===== config.mk =====
export PLATFORM = sky130hd
export DESIGN_NAME = strb_period_meter
export DESIGN_NICKNAME = d
export VERILOG_FILES = /design/src/rtl/strb_meter_pkg.sv /design/src/rtl/strb_edge_det.sv /design/src/rtl/strb_period_meter.sv
export SDC_FILE = /design/constraint.sdc
export NUM_CORES = 1
export LEC_CHECK = 0
export ABC_AREA = 0
export CAP_MARGIN = 10
export CORE_MARGIN = 3
export CORE_UTILIZATION = 31
export CTS_CLUSTER_SIZE = 16
export DETAILED_ROUTE_END_ITERATION = 8
export SYNTH_ARGS = -nofsm -noshare
export SYNTH_HDL_FRONTEND = slang
export SYNTH_SLANG_ARGS = --single-unit

===== constraint.sdc =====
create_clock -name clk -period 5.6 [get_ports clk]
set_input_delay 0.56 -clock clk [delete_from_list [all_inputs] [get_ports clk]]
set_output_delay 0.56 -clock clk [all_outputs]
set_load 0.1 [all_outputs]

===== src/rtl/strb_meter_pkg.sv =====
// Shared types and constants for the strobe period meter and its helpers.
// State encoding and match-run saturation limits.
package strb_meter_pkg;

    typedef enum logic [1:0] {
        IDLE       = 2'd0,
        WAIT_FIRST = 2'd1,
        MEASURE    = 2'd2,
        LOCKED     = 2'd3
    } meter_state_e;

    localparam int                 MATCH_W   = 4;
    localparam logic [MATCH_W-1:0] MATCH_SAT = 4'd15;

endpackage


===== src/rtl/strb_edge_det.sv =====
// Registers a strobe and emits a 1-cycle event on its rising edge.
// Event is combinational from strb_in; a wide pulse yields one event.
module strb_edge_det (
    input  logic clk,
    input  logic rst,
    input  logic strb_in,
    output logic evt
);

    logic strb_d;
    logic strb_q;

    always_comb begin
        strb_d = strb_in;
    end

    always_ff @(posedge clk) begin
        if (rst) begin
            strb_q <= 1'b0;
        end else begin
            strb_q <= strb_d;
        end
    end

    assign evt = strb_in & ~strb_q;

endmodule


===== src/rtl/strb_period_meter.sv =====
// Measures clk cycles between prescaler strobes, declares lock, flags timeout.
// Define PERIOD_TOL_EN to accept +/-1 cycle against the run's first period.
module strb_period_meter
    import strb_meter_pkg::*;
#(
    parameter int CNT_W   = 16,
    parameter int LOCK_N  = 4,
    parameter int TIMEOUT = 1000
) (
    input  logic               clk,
    input  logic               rst,
    input  logic               en,
    input  logic               strb_in,
    output logic [CNT_W-1:0]   period,
    output logic               period_vld,
    output logic               locked,
    output logic               timeout,
    output logic [MATCH_W-1:0] match_cnt
);

    localparam logic [CNT_W-1:0]   CNT_MAX = CNT_W'(TIMEOUT - 1);
    localparam logic [MATCH_W-1:0] LOCK_V  = MATCH_W'(LOCK_N);

    meter_state_e       state_d, state_q;
    logic [CNT_W-1:0]   cnt_d, cnt_q;
    logic [CNT_W-1:0]   period_d, period_q;
    logic [CNT_W-1:0]   ref_d, ref_q;
    logic               period_vld_d, period_vld_q;
    logic               locked_d, locked_q;
    logic               timeout_d, timeout_q;
    logic [MATCH_W-1:0] match_cnt_d, match_cnt_q;

    logic               evt;
    logic [CNT_W-1:0]   new_period;
    logic               at_limit;
    logic               is_match;
    logic               first_period;
    logic [MATCH_W-1:0] run_len;

    strb_edge_det u_edge (
        .clk     (clk),
        .rst     (rst),
        .strb_in (strb_in),
        .evt     (evt)
    );

    assign new_period   = cnt_q + 1'b1;
    assign at_limit     = (cnt_q == CNT_MAX);
    assign first_period = (match_cnt_q == '0);

`ifdef PERIOD_TOL_EN
    logic [CNT_W-1:0] diff;
    assign diff     = (new_period >= ref_q) ? (new_period - ref_q) : (ref_q - new_period);
    assign is_match = !first_period && (diff <= CNT_W'(1));
`else
    assign is_match = !first_period && (new_period == ref_q);
`endif

    always_comb begin
        run_len = 4'd1;
        if (is_match) begin
            run_len = (match_cnt_q == MATCH_SAT) ? MATCH_SAT : match_cnt_q + 1'b1;
        end
    end

    always_comb begin
        state_d      = state_q;
        cnt_d        = cnt_q;
        period_d     = period_q;
        ref_d        = ref_q;
        period_vld_d = 1'b0;
        locked_d     = locked_q;
        timeout_d    = timeout_q;
        match_cnt_d  = match_cnt_q;

        if (!en) begin
            state_d     = IDLE;
            cnt_d       = '0;
            locked_d    = 1'b0;
            timeout_d   = 1'b0;
            match_cnt_d = '0;
        end else begin
            case (state_q)
                IDLE: begin
                    cnt_d   = '0;
                    state_d = WAIT_FIRST;
                end
                WAIT_FIRST: begin
                    if (evt) begin
                        cnt_d     = '0;
                        timeout_d = 1'b0;
                        state_d   = MEASURE;
                    end else if (at_limit) begin
                        timeout_d = 1'b1;
                    end else begin
                        cnt_d = cnt_q + 1'b1;
                    end
                end
                MEASURE, LOCKED: begin
                    if (evt) begin
                        period_d     = new_period;
                        period_vld_d = 1'b1;
                        cnt_d        = '0;
                        match_cnt_d  = run_len;
`ifdef PERIOD_TOL_EN
                        // Reference stays at the run's first period so slow drift cannot hold lock.
                        if (!is_match) begin
                            ref_d = new_period;
                        end
`else
                        ref_d = new_period;
`endif
                        locked_d = (run_len >= LOCK_V);
                        state_d  = (run_len >= LOCK_V) ? LOCKED : MEASURE;
                    end else if (at_limit) begin
                        timeout_d   = 1'b1;
                        locked_d    = 1'b0;
                        match_cnt_d = '0;
                        state_d     = WAIT_FIRST;
                    end else begin
                        cnt_d = cnt_q + 1'b1;
                    end
                end
                default: state_d = IDLE;
            endcase
        end
    end

    always_ff @(posedge clk) begin
        if (rst) begin
            state_q      <= IDLE;
            cnt_q        <= '0;
            period_q     <= '0;
            ref_q        <= '0;
            period_vld_q <= 1'b0;
            locked_q     <= 1'b0;
            timeout_q    <= 1'b0;
            match_cnt_q  <= '0;
        end else begin
            state_q      <= state_d;
            cnt_q        <= cnt_d;
            period_q     <= period_d;
            ref_q        <= ref_d;
            period_vld_q <= period_vld_d;
            locked_q     <= locked_d;
            timeout_q    <= timeout_d;
            match_cnt_q  <= match_cnt_d;
        end
    end

    assign period     = period_q;
    assign period_vld = period_vld_q;
    assign locked     = locked_q;
    assign timeout    = timeout_q;
    assign match_cnt  = match_cnt_q;

endmodule


### Word level (Yosys, flattened, before mapping)

Index checks and enable logic that the tools add are counted.
Widths: inputs -> output; s select.

| storage, ports and cells | value |
|---|---|
| word-level logic and storage cells | 58 |
| register bits | 42 |
| input bits | 4 |

| operators by class | value |
|---|---|
| eq/ne operators | 10 |
| bitwise operators | 4 |
| add/sub/neg operators | 2 |
| mux-type cells | 19 |
| reduce and logical (&&, ||, !) cells | 14 |
| $lt $le $gt $ge | 1 |

Operators by type and width:

| operator | count |
|---|---|
| $mux 16 | 2 |
| $pmux 16 s2 | 1 |
| $add 16x1->16 const B | 1 |
| $eq 16x10->1 const B | 1 |
| $eq 16x16->1 | 1 |
| $mux 4 | 4 |
| $mux 1 | 7 |
| $mux 2 | 3 |
| $ne 3x3->1 const B | 2 |
| $pmux 2 s3 | 1 |
| $reduce_and 2->1 | 3 |
| $reduce_or 3->1 | 2 |
| $add 4x1->4 const B | 1 |
| $eq 2x2->1 const B | 2 |
| $eq 4x4->1 const B | 1 |
| $ge 4x3->1 const B | 1 |
| $logic_not 4->1 | 1 |
| $ne 2x2->1 const B | 2 |
| $reduce_bool 2->1 | 2 |
| $reduce_or 2->1 | 2 |
| $not 1->1 | 3 |
| $reduce_and 3->1 | 1 |
| $eq 2x1->1 const B | 1 |
| $logic_not 2->1 | 1 |
| other kinds (4) | 4 |

### Logic depth before layout (Yosys ltp)

Gate-level depths: netlist (run 1).

| depth | value |
|---|---|
| depth after elaboration | 8 |
| gate-level depth with buffers | 10 |
| depth with buffers taken out | 9 |

### Hierarchy

A second synthesis (run 1) with hierarchy kept.

| second synthesis, totals | value |
|---|---|
| cell total of the unflattened synthesis | 261 |
| area total of the unflattened synthesis | 2,268.4 um^2 |

Modules (own cells, without submodules):

| module | area each (um^2) | times used | cells each | sequential area each (um^2) |
|---|---|---|---|---|
| strb_period_meter | 2,220.9 | 1 | 258 | 820.8 |
| strb_edge_det | 47.5 | 1 | 3 | 20.0 |

### Worst setup path before layout (run 1)

OpenSTA, ideal clock, no wires.

| timing path | value |
|---|---|
| kind | flip-flop to flip-flop |
| start | register match_cnt_q[0], in the netlist match_cnt[0] |
| end | register match_cnt_q[0], in the netlist match_cnt[0] |
| path slack | 2.731 ns |
| stages on the path, launching flop included | 11 |
| buffers on the path | 1 |
| data arrival time | 2.751 ns |
| library setup time | 0.118 ns |
| required time | 5.482 ns |
| cells stage by stage | dfxtp_1 -> inv_1 -> ha_1 -> nor3b_1 -> nor4_1 -> o2111ai_1 -> nor4_1 -> and4_1 -> buf_6 -> nand4_1 -> a22o_1 |

| between the ends | value |
|---|---|
| cells in the longest elaborated chain, start to end | 5 |
| elaborated cells between the ends (all ways) | 8 |

RTL lines:

| element | line | text |
|---|---|---|
| from (decl) | strb_period_meter.sv:31 | `logic [MATCH_W-1:0] match_cnt_d, match_cnt_q;` |
| from (signal assigned) | strb_period_meter.sv:147 | `match_cnt_q <= match_cnt_d;` |
| branches (longest 3 deep; another with $add 4x1->4) | -- |  |
| $mux 4 * | strb_period_meter.sv:61 | `if (is_match) begin` |
| $mux 4 * | strb_period_meter.sv:100 | `if (evt) begin` |

Every way passes the cells marked *.
A chain may end at the register's enable or synchronous reset.

### Final worst setup path (run 1)

| timing path | value |
|---|---|
| start | register cnt_q[3] |
| end | register match_cnt_q[0], in the netlist match_cnt[0] |

| between the ends | value |
|---|---|
| cells in the longest elaborated chain, start to end | 5 |
| elaborated cells between the ends (all ways) | 8 |

RTL lines:

| element | line | text |
|---|---|---|
| from (decl) | strb_period_meter.sv:25 | `logic [CNT_W-1:0] cnt_d, cnt_q;` |
| from (signal assigned) | strb_period_meter.sv:141 | `cnt_q <= cnt_d;` |
| $add 16x1->16 | strb_period_meter.sv:47 | `assign new_period = cnt_q + 1'b1;` |
| $eq 16x16->1 | strb_period_meter.sv:56 | `assign is_match = !first_period && (new_period == ref_q);` |
| $logic_and 1x1->1 | strb_period_meter.sv:56 |  |
| $mux 4 | strb_period_meter.sv:61 |  |
| $mux 4 | strb_period_meter.sv:100 |  |

Several ways; a longest one is shown, not always the timed one.

==> results by group, run 1 <==
Cells and area
  • Diodes inserted: 0
  • Nets: 315
  • Fillers: 787
  • Synth-to-Final Area Change: 15.4%
  • Layout cell share with drive strength beyond 1: 8.44%

Worst setup path
  • CP endpoint kind: flip-flop
  • Required time worst endpoint: 5.81 ns
  • Critical path buffer and inverter count: 0
  • Crit Path Category: reg2reg
  • Crit-path slowest cell: dfxtp_1
  • Critical Path Fanout Max: 12
  • Reg2reg path depth: 7
  • CP cell instances: nand4_4 -> nor4_2 -> xnor2_1 -> o22ai_1 -> a311oi_2 -> nand4_1 -> a22o_1
  • Cell family with most CP delay: simple AND/OR/NAND/NOR gates
  • Critical path arrival: 3.02 ns
  • Crit-path max cell delay: 0.65 ns
  • CP Depth: 7
  • Startpoint types: flip-flop

Yosys
  • Dominant synthesized flop cell: dfxtp_1
  • Synthesized area per cell: 8.35 um^2
  • Synth area leader: dfxtp_1
  • Share of the synthesized area in the top cell type: 34.4%
  • Yosys reg bits: 42
  • Post-Syn Instances: 293
  • Synthesized-area fraction occupied by xor and xnor cells: 7.72%
  • Synth Area in Compound Gates: 17.0%
  • Most instantiated library cell after synthesis: nor2_1
  • Post-synthesis net count: 301
  • Top cells by count, synth: nor2_1 (47), dfxtp_1 (42), a211oi_1 (15), nand2_1 (15), nand2b_1 (14)
  • Post-Synth Adder-Cell Area: 2.05%
  • Synthesized cell area: 2450 um^2
  • Post-synth EDFFs: 0
  • Fraction of registers with async set/reset: 0%
  • Largest family of logic cells by synthesized area: simple AND/OR/NAND/NOR gates
  • Mux contribution to synthesized area: 1.28%
  • Synth area leaders: dfxtp_1 (34%), nor2_1 (7.2%), xnor2_1 (4.7%), a211oi_1 (4.6%), nand2b_1 (3.6%)
  • Sequential cell area fraction in the yosys report: 34.4%
  • Simple-gate share of the synthesized area: 32.7%
  • Yosys cell types: 56
  • YS warnings: 0

Die
  • Ports: 27
  • Die area: 8990 um^2
  • Chip Width: 94.8 um
  • Die Height: 94.8 um
  • Row count: 31
  • CORE AREA: 7450 um^2
  • Initial core utilization: 32.8%

Pwr
  • Clk network pwr share: 38.8%
  • Power per Cell Area: 188 nW/um^2
  • NetSw: 134 uW
  • Lkg Pwr: 0.844 nW
  • Combinational Power Share: 4.3%
  • Sequential power share: 57.0%
  • Int Pwr: 397 uW
  • Switching portion of total power: 25.2%
  • Max IR drop VDD: 0.0985 mV

Global routing
  • Largest net degree at the start of global routing: 32
  • First-pass GRT wire length: 10,300 um
  • Vias in the first global route: 1,976
  • Total track usage: 14.5%
  • GRT overflow: 0
  • Initial antenna violation count: 0

Drt
  • # DRC: 0
  • Vias: 2,181
  • Via density per instance: 5.36
  • Final Routed Wirelength: 6080 um
  • DRT met1 WL: 3050 um
  • Starting DRT DRC Count: 155
  • WL/cell: 14.9 um
  • DR WL met3: 284 um
  • Detail Route Antenna Nets: 0
  • Met2 WL: 2680 um
  • Topmost layer with routed signal wires: met4
  • Detailed Routing Iterations Pass 1: 4

STA
  • Max-slew violations: 0
  • Final worst slack: 2.79 ns
  • Period utilization: 50.2%
  • Slew HR: 24.7%
  • Period minus WS final: 2.81 ns
  • F_max: 356 MHz
  • Worst slew pin tran: 1.13 ns
  • Clk_skew: 0.00925 ns
  • Unrepaired setup endpoints after global routing: false
  • # setup viols final: 0
  • Final Hold Fails: 0
  • Total negative slack: 0 ns

Place
  • Port bufs: 26
  • GPL Wtd Cong: 0.880
  • Dpl ws: 2.50 ns
  • DP HPWL: 4420 um

Clock network
  • Num Clock Sinks: 42
  • Inserted Clock Buffers: 5
  • Post-CTS Setup Bufs: 0
  • Hold buffer count at CTS: 0
  • # H-tree levels: 2
  • Post-CTS sizing: 0
  • Root Driver: clkbuf_8
  • Clk buf depth: 2
  • Clock Latency Late Sink: 0.30 ns
  • CTS clk-pin slew, worst paths: 0.09 ns
  • CTS tree: yes

Status
  • Status: completed

Min path
  • HP Class: reg2reg
  • Hold path cells: 2

Job
  • MaxCap Viol Count: 0
layout make-up:
type | count | area, um^2 | area share [%]
multi-input cells | 227 | 1490 | 52.7
flip-flops and latches | 42 | 841 | 29.8
repair buffers | 26 | 260 | 9.22
well taps | 99 | 124 | 4.39
clock buffers | 5 | 68.8 | 2.44
clock inverters | 3 | 23.8 | 0.842
inverters | 5 | 18.8 | 0.665
registers in the layout, indices dropped and copies added (netlist names):
name	cells
cnt_q	16
ref_q	16
match_cnt	4
state_q	2
locked	1
period_vld	1
timeout	1
u_edge.strb_q	1
tightest hold or removal path: stages, from the launching register on:
cell and delay [ns]:
dfxtp_1 0.32, nand2_1 0.05, a21oi_1 0.05
power by group through the flow:
stage          logic (mW)  registers (mW)  clock network (mW)
2_1_floorplan      0.0118           0.314                   0
3_3_place_gp       0.0224           0.310                   0
3_5_place_dp       0.0225           0.310                   0
4_1_cts            0.0226           0.303               0.214
5_1_grt            0.0246           0.303               0.234
6_report           0.0226           0.303               0.206
layout by cell type (no fill, tap or decap), drive strengths merged, types with 2 or more instances in the layout:
cell type,netlist,final
a211oi,15,15
a21oi,9,9
a22o,2,2
a31oi,7,7
and4,3,3
clkbuf,10,5
clkdlybuf4s50,0,26
clkinvlp,0,2
dfxtp,42,42
ha,4,4
inv,5,6
mux2i,2,2
nand2,16,16
nand2b,14,14
nand3,10,10
nand4,11,11
nor2,47,47
nor2b,6,6
nor3,12,12
nor3b,3,3
nor4,8,8
o211ai,2,2
o21ai,8,8
o22ai,4,4
o32ai,2,2
o41ai,2,2
or2,2,2
or3,2,2
or4,3,3
xnor2,13,13
xor2,6,6
per-layer routing:
metal / global-route usage [%] / vias up
li1: - / 1097
met2: 21.1 / 64
met4: 3.61 / 0
met1: 21.7 / 1015
met3: 3.03 / 5
met5: 0 / -
worst paths after layout:
path	endpoint	slack, ns	start
max	match_cnt[0]	2.79	cnt_q[3]
min	locked	0.46	locked
max reg2reg	match_cnt[0]	2.79	cnt_q[3]
min reg2reg	locked	0.46	locked
cells by family after synthesis:
| logic type | Yosys count |
|---|---|
| muxes | 3 |
| and+or+nand+nor | 141 |
| AOI/OAI and AO/OA | 59 |
| buffers and inverters | 24 |
| xor gates and xnor gates | 20 |
| adders and majority gates | 4 |
| DFF | 42 |
per-stage QoR:
stage	hold WS (ns)	util, %	instance area [um^2]	instances	power (mW)
3_5_place_dp	0.449	36.7	2730	399	0.332
6_report	0.459	37.9	2820	407	0.531
3_3_place_gp	0.460	36.7	2730	399	0.332
4_1_cts	0.461	37.9	2820	407	0.539
2_1_floorplan	0.494	-	2450	293	0.326
5_1_grt	0.498	37.9	2820	407	0.562
No activity file was read; power rests on OpenSTA's default activity.
==> run 2, diff against run 1 <==
==> constraint.sdc (replaced) <==
create_clock -name clk -period 2.5 [get_ports clk]
set_input_delay 0.25 -clock clk [delete_from_list [all_inputs] [get_ports clk]]
set_output_delay 0.25 -clock clk [all_outputs]
set_load 0.1 [all_outputs]
==> results by group, run 2 (synthesis gave the netlist of run 1 again) <==
Die
  • Die Height: 94.8 um (unchanged)
  • CORE AREA: 7450 um^2 (unchanged)
  • Ports: 27 (unchanged)
  • Row count: 31 (unchanged)
  • Chip Width: 94.8 um (unchanged)
  • Initial core utilization: 32.8% (unchanged)
  • Die area: 8990 um^2 (unchanged)

Global routing
  • Largest net degree at the start of global routing: 32 (unchanged)
  • Initial antenna violation count: 0 (unchanged)
  • GRT overflow: 0 (unchanged)
  • First-pass GRT wire length: 10,800 um (+5.4%)
  • Vias in the first global route: 2,120 (+7.3%)
  • Total track usage: 15.4% (+0.84 points)

Pwr
  • PnR Total Power: 1.27 mW (+140%)
  • Power per Cell Area: 414 nW/um^2 (+120%)
  • Max IR drop VDD: 0.174 mV (+77%)
  • Lkg Pwr: 1.11 nW (+31%)
  • Combinational Power Share: 4.6% (+0.3 points)
  • Switching portion of total power: 22.4% (-2.8 points)
  • Clk network pwr share: 42.3% (+3.5 points)
  • Int Pwr: 988 uW (+150%)
  • NetSw: 286 uW (+110%)
  • Sequential power share: 53.1% (-3.9 points)

Place
  • Post-Place Cells: 435 (+9.0%)
  • GPL Wtd Cong: 0.879 (-0.12%)
  • DP HPWL: 4900 um (+11%)
  • Port bufs: 26 (unchanged)
  • Dpl ws: 0.0617 ns (-2.43 ns)

Drt
  • Vias: 2,324 (+6.6%)
  • Detail Route Antenna Nets: 0 (unchanged)
  • WL/cell: 14.9 um (-0.44%)
  • Detailed Routing Iterations Pass 1: 4 (unchanged)
  • Final Routed Wirelength: 6580 um (+8.4%)
  • Starting DRT DRC Count: 201 (+30%)
  • Via density per instance: 5.25 (-2.1%)
  • # DRC: 0 (unchanged)

STA
  • Total negative slack: 0 ns (unchanged)
  • Final Hold Fails: 0 (unchanged)
  • F_max: 430 MHz (+21%)
  • Period utilization: 93.0% (+43 points)
  • Fin Hold WS: 0.460 ns (+0.000398 ns)
  • Max-slew violations: 0 (unchanged)
  • Final worst slack: 0.176 ns (-2.61 ns)
  • Unrepaired setup endpoints after global routing: false
  • Period minus WS final: 2.32 ns (-0.486 ns)
  • Slew HR: 69.2% (+45 points)
  • Clk_skew: 0.00644 ns (-0.00281 ns)
  • Worst slew pin tran: 0.458 ns (-0.672 ns)
  • # setup viols final: 0 (unchanged)

Clock network
  • # H-tree levels: 2 (unchanged)
  • CTS tree: yes
  • Post-CTS sizing: 0 (unchanged)
  • Num Clock Sinks: 42 (unchanged)
  • Inserted Clock Buffers: 5 (unchanged)
  • Clock Latency Late Sink: 0.30 ns (about the same)
  • Root Driver: clkbuf_8
  • Post-CTS Setup Bufs: 0 (unchanged)
  • Clk buf depth: 2 (unchanged)
  • CTS clk-pin slew, worst paths: 0.09 ns (about the same)
  • Hold buffer count at CTS: 0 (unchanged)

Worst setup path
  • Cell family with most CP delay: simple AND/OR/NAND/NOR gates
  • CP cell instances: buf_4 -> nand4_2 -> buf_4 -> nor3_2 -> o22ai_1 -> nor4_1 -> and4_4 -> nand4_1 -> a22o_1
  • Startpoint types: flip-flop
  • Cell mode on critical path: buf_4
  • Required time worst endpoint: 2.70 ns (-3.11 ns)
  • Flop2flop setup slack: 0.18 ns (-2.61 ns)
  • Critical path buffer and inverter count: 2 (+2)
  • CP endpoint kind: flip-flop
  • Crit Path Category: reg2reg
  • Critical Path Fanout Max: 8 (-4)
  • Crit-path max cell delay: 0.39 ns (-0.26 ns)
  • Critical path arrival: 2.52 ns (-0.50 ns)
  • Crit-path slowest cell: dfxtp_1

Cells and area
  • Commonest cells after routing, fill and taps aside: buf_4 (59), nor2_1 (47), dfxtp_1 (35)
  • Synth-to-Final Area Change: 25.8%
  • Multi-input gate area: 1500 um^2 (+1.2%)
  • Diodes inserted: 0 (unchanged)
  • Most common cell after layout, fill and taps aside: buf_4
  • Layout cell share with drive strength beyond 1: 27.3% (+19 points)
  • Fillers: 752 (-4.4%)
  • Nets: 351 (+11%)
  • Post-route insts no fill: 443 (+8.8%)
  • Storage cell area: 850 um^2 (+1.0%)

Job
  • MaxCap Viol Count: 0 (unchanged)

Min path
  • HP Class: reg2reg

Status
  • Status: completed
-- run 2: cell count changes in the layout (fill, tap and decap cells not counted), sizes merged --
cell	previous run	this run
clkinv	0	2
clkinvlp	2	0
buf	0	59
inv	6	5
bufinv	0	1
clkdlybuf4s50	26	3
-- run 2: worst paths after layout --
| path | start | endpoint | depth (start not counted) |
|---|---|---|---|
| setup / recovery | cnt_q[6] | match_cnt[0] | 9 |
| setup reg to reg | cnt_q[6] | match_cnt[0] | 9 |
| hold / removal | locked | locked | 2 |
| hold reg to reg | locked | locked | 2 |
-- run 2: layer usage --
metal	global-route usage (%)	vias to the layer above	part of all wire, %
li1	-	1170	-
met1	21.7	1085	49
met2	23.7	61	45
met3	3.03	8	5.2
met4	4.45	0	1.4
met5	0	-	0
-- run 2: layout make-up --
type | instances | area share, %
clock buffer | 5 | 2.24
clock inverter | 3 | 1.30
inverter | 5 | 0.610
multi-input combinational | 227 | 48.9
sequential | 42 | 27.6
tap | 99 | 4.02
timing repair buffer | 62 | 15.4
-- run 2: power groups by stage --
stage / clock network [mW] / logic (mW) / registers, mW
2_1_floorplan: 0 / 0.0264 / 0.703
3_3_place_gp: 0 / 0.0577 / 0.693
3_5_place_dp: 0 / 0.0582 / 0.693
4_1_cts: 0.550 / 0.0585 / 0.677
5_1_grt: 0.587 / 0.0629 / 0.678
6_report: 0.539 / 0.0584 / 0.677
-- run 2: through the flow --
| step | area (um^2) | util, % |
|---|---|---|
| 2_1_floorplan | 2450 | - |
| 3_3_place_gp | 2950 | 39.6 |
| 3_5_place_dp | 2950 | 39.6 |
| 4_1_cts | 3060 | 41.0 |
| 5_1_grt | 3080 | 41.3 |
| 6_report | 3080 | 41.3 |
-- run 2: tightest hold or removal path: cells and delay by family, from the launching register on --
kind               cells  cell delay, ns
and+or+nand+nor        1            0.05
DFF                    1            0.32
AOI/OAI and AO/OA      1            0.05
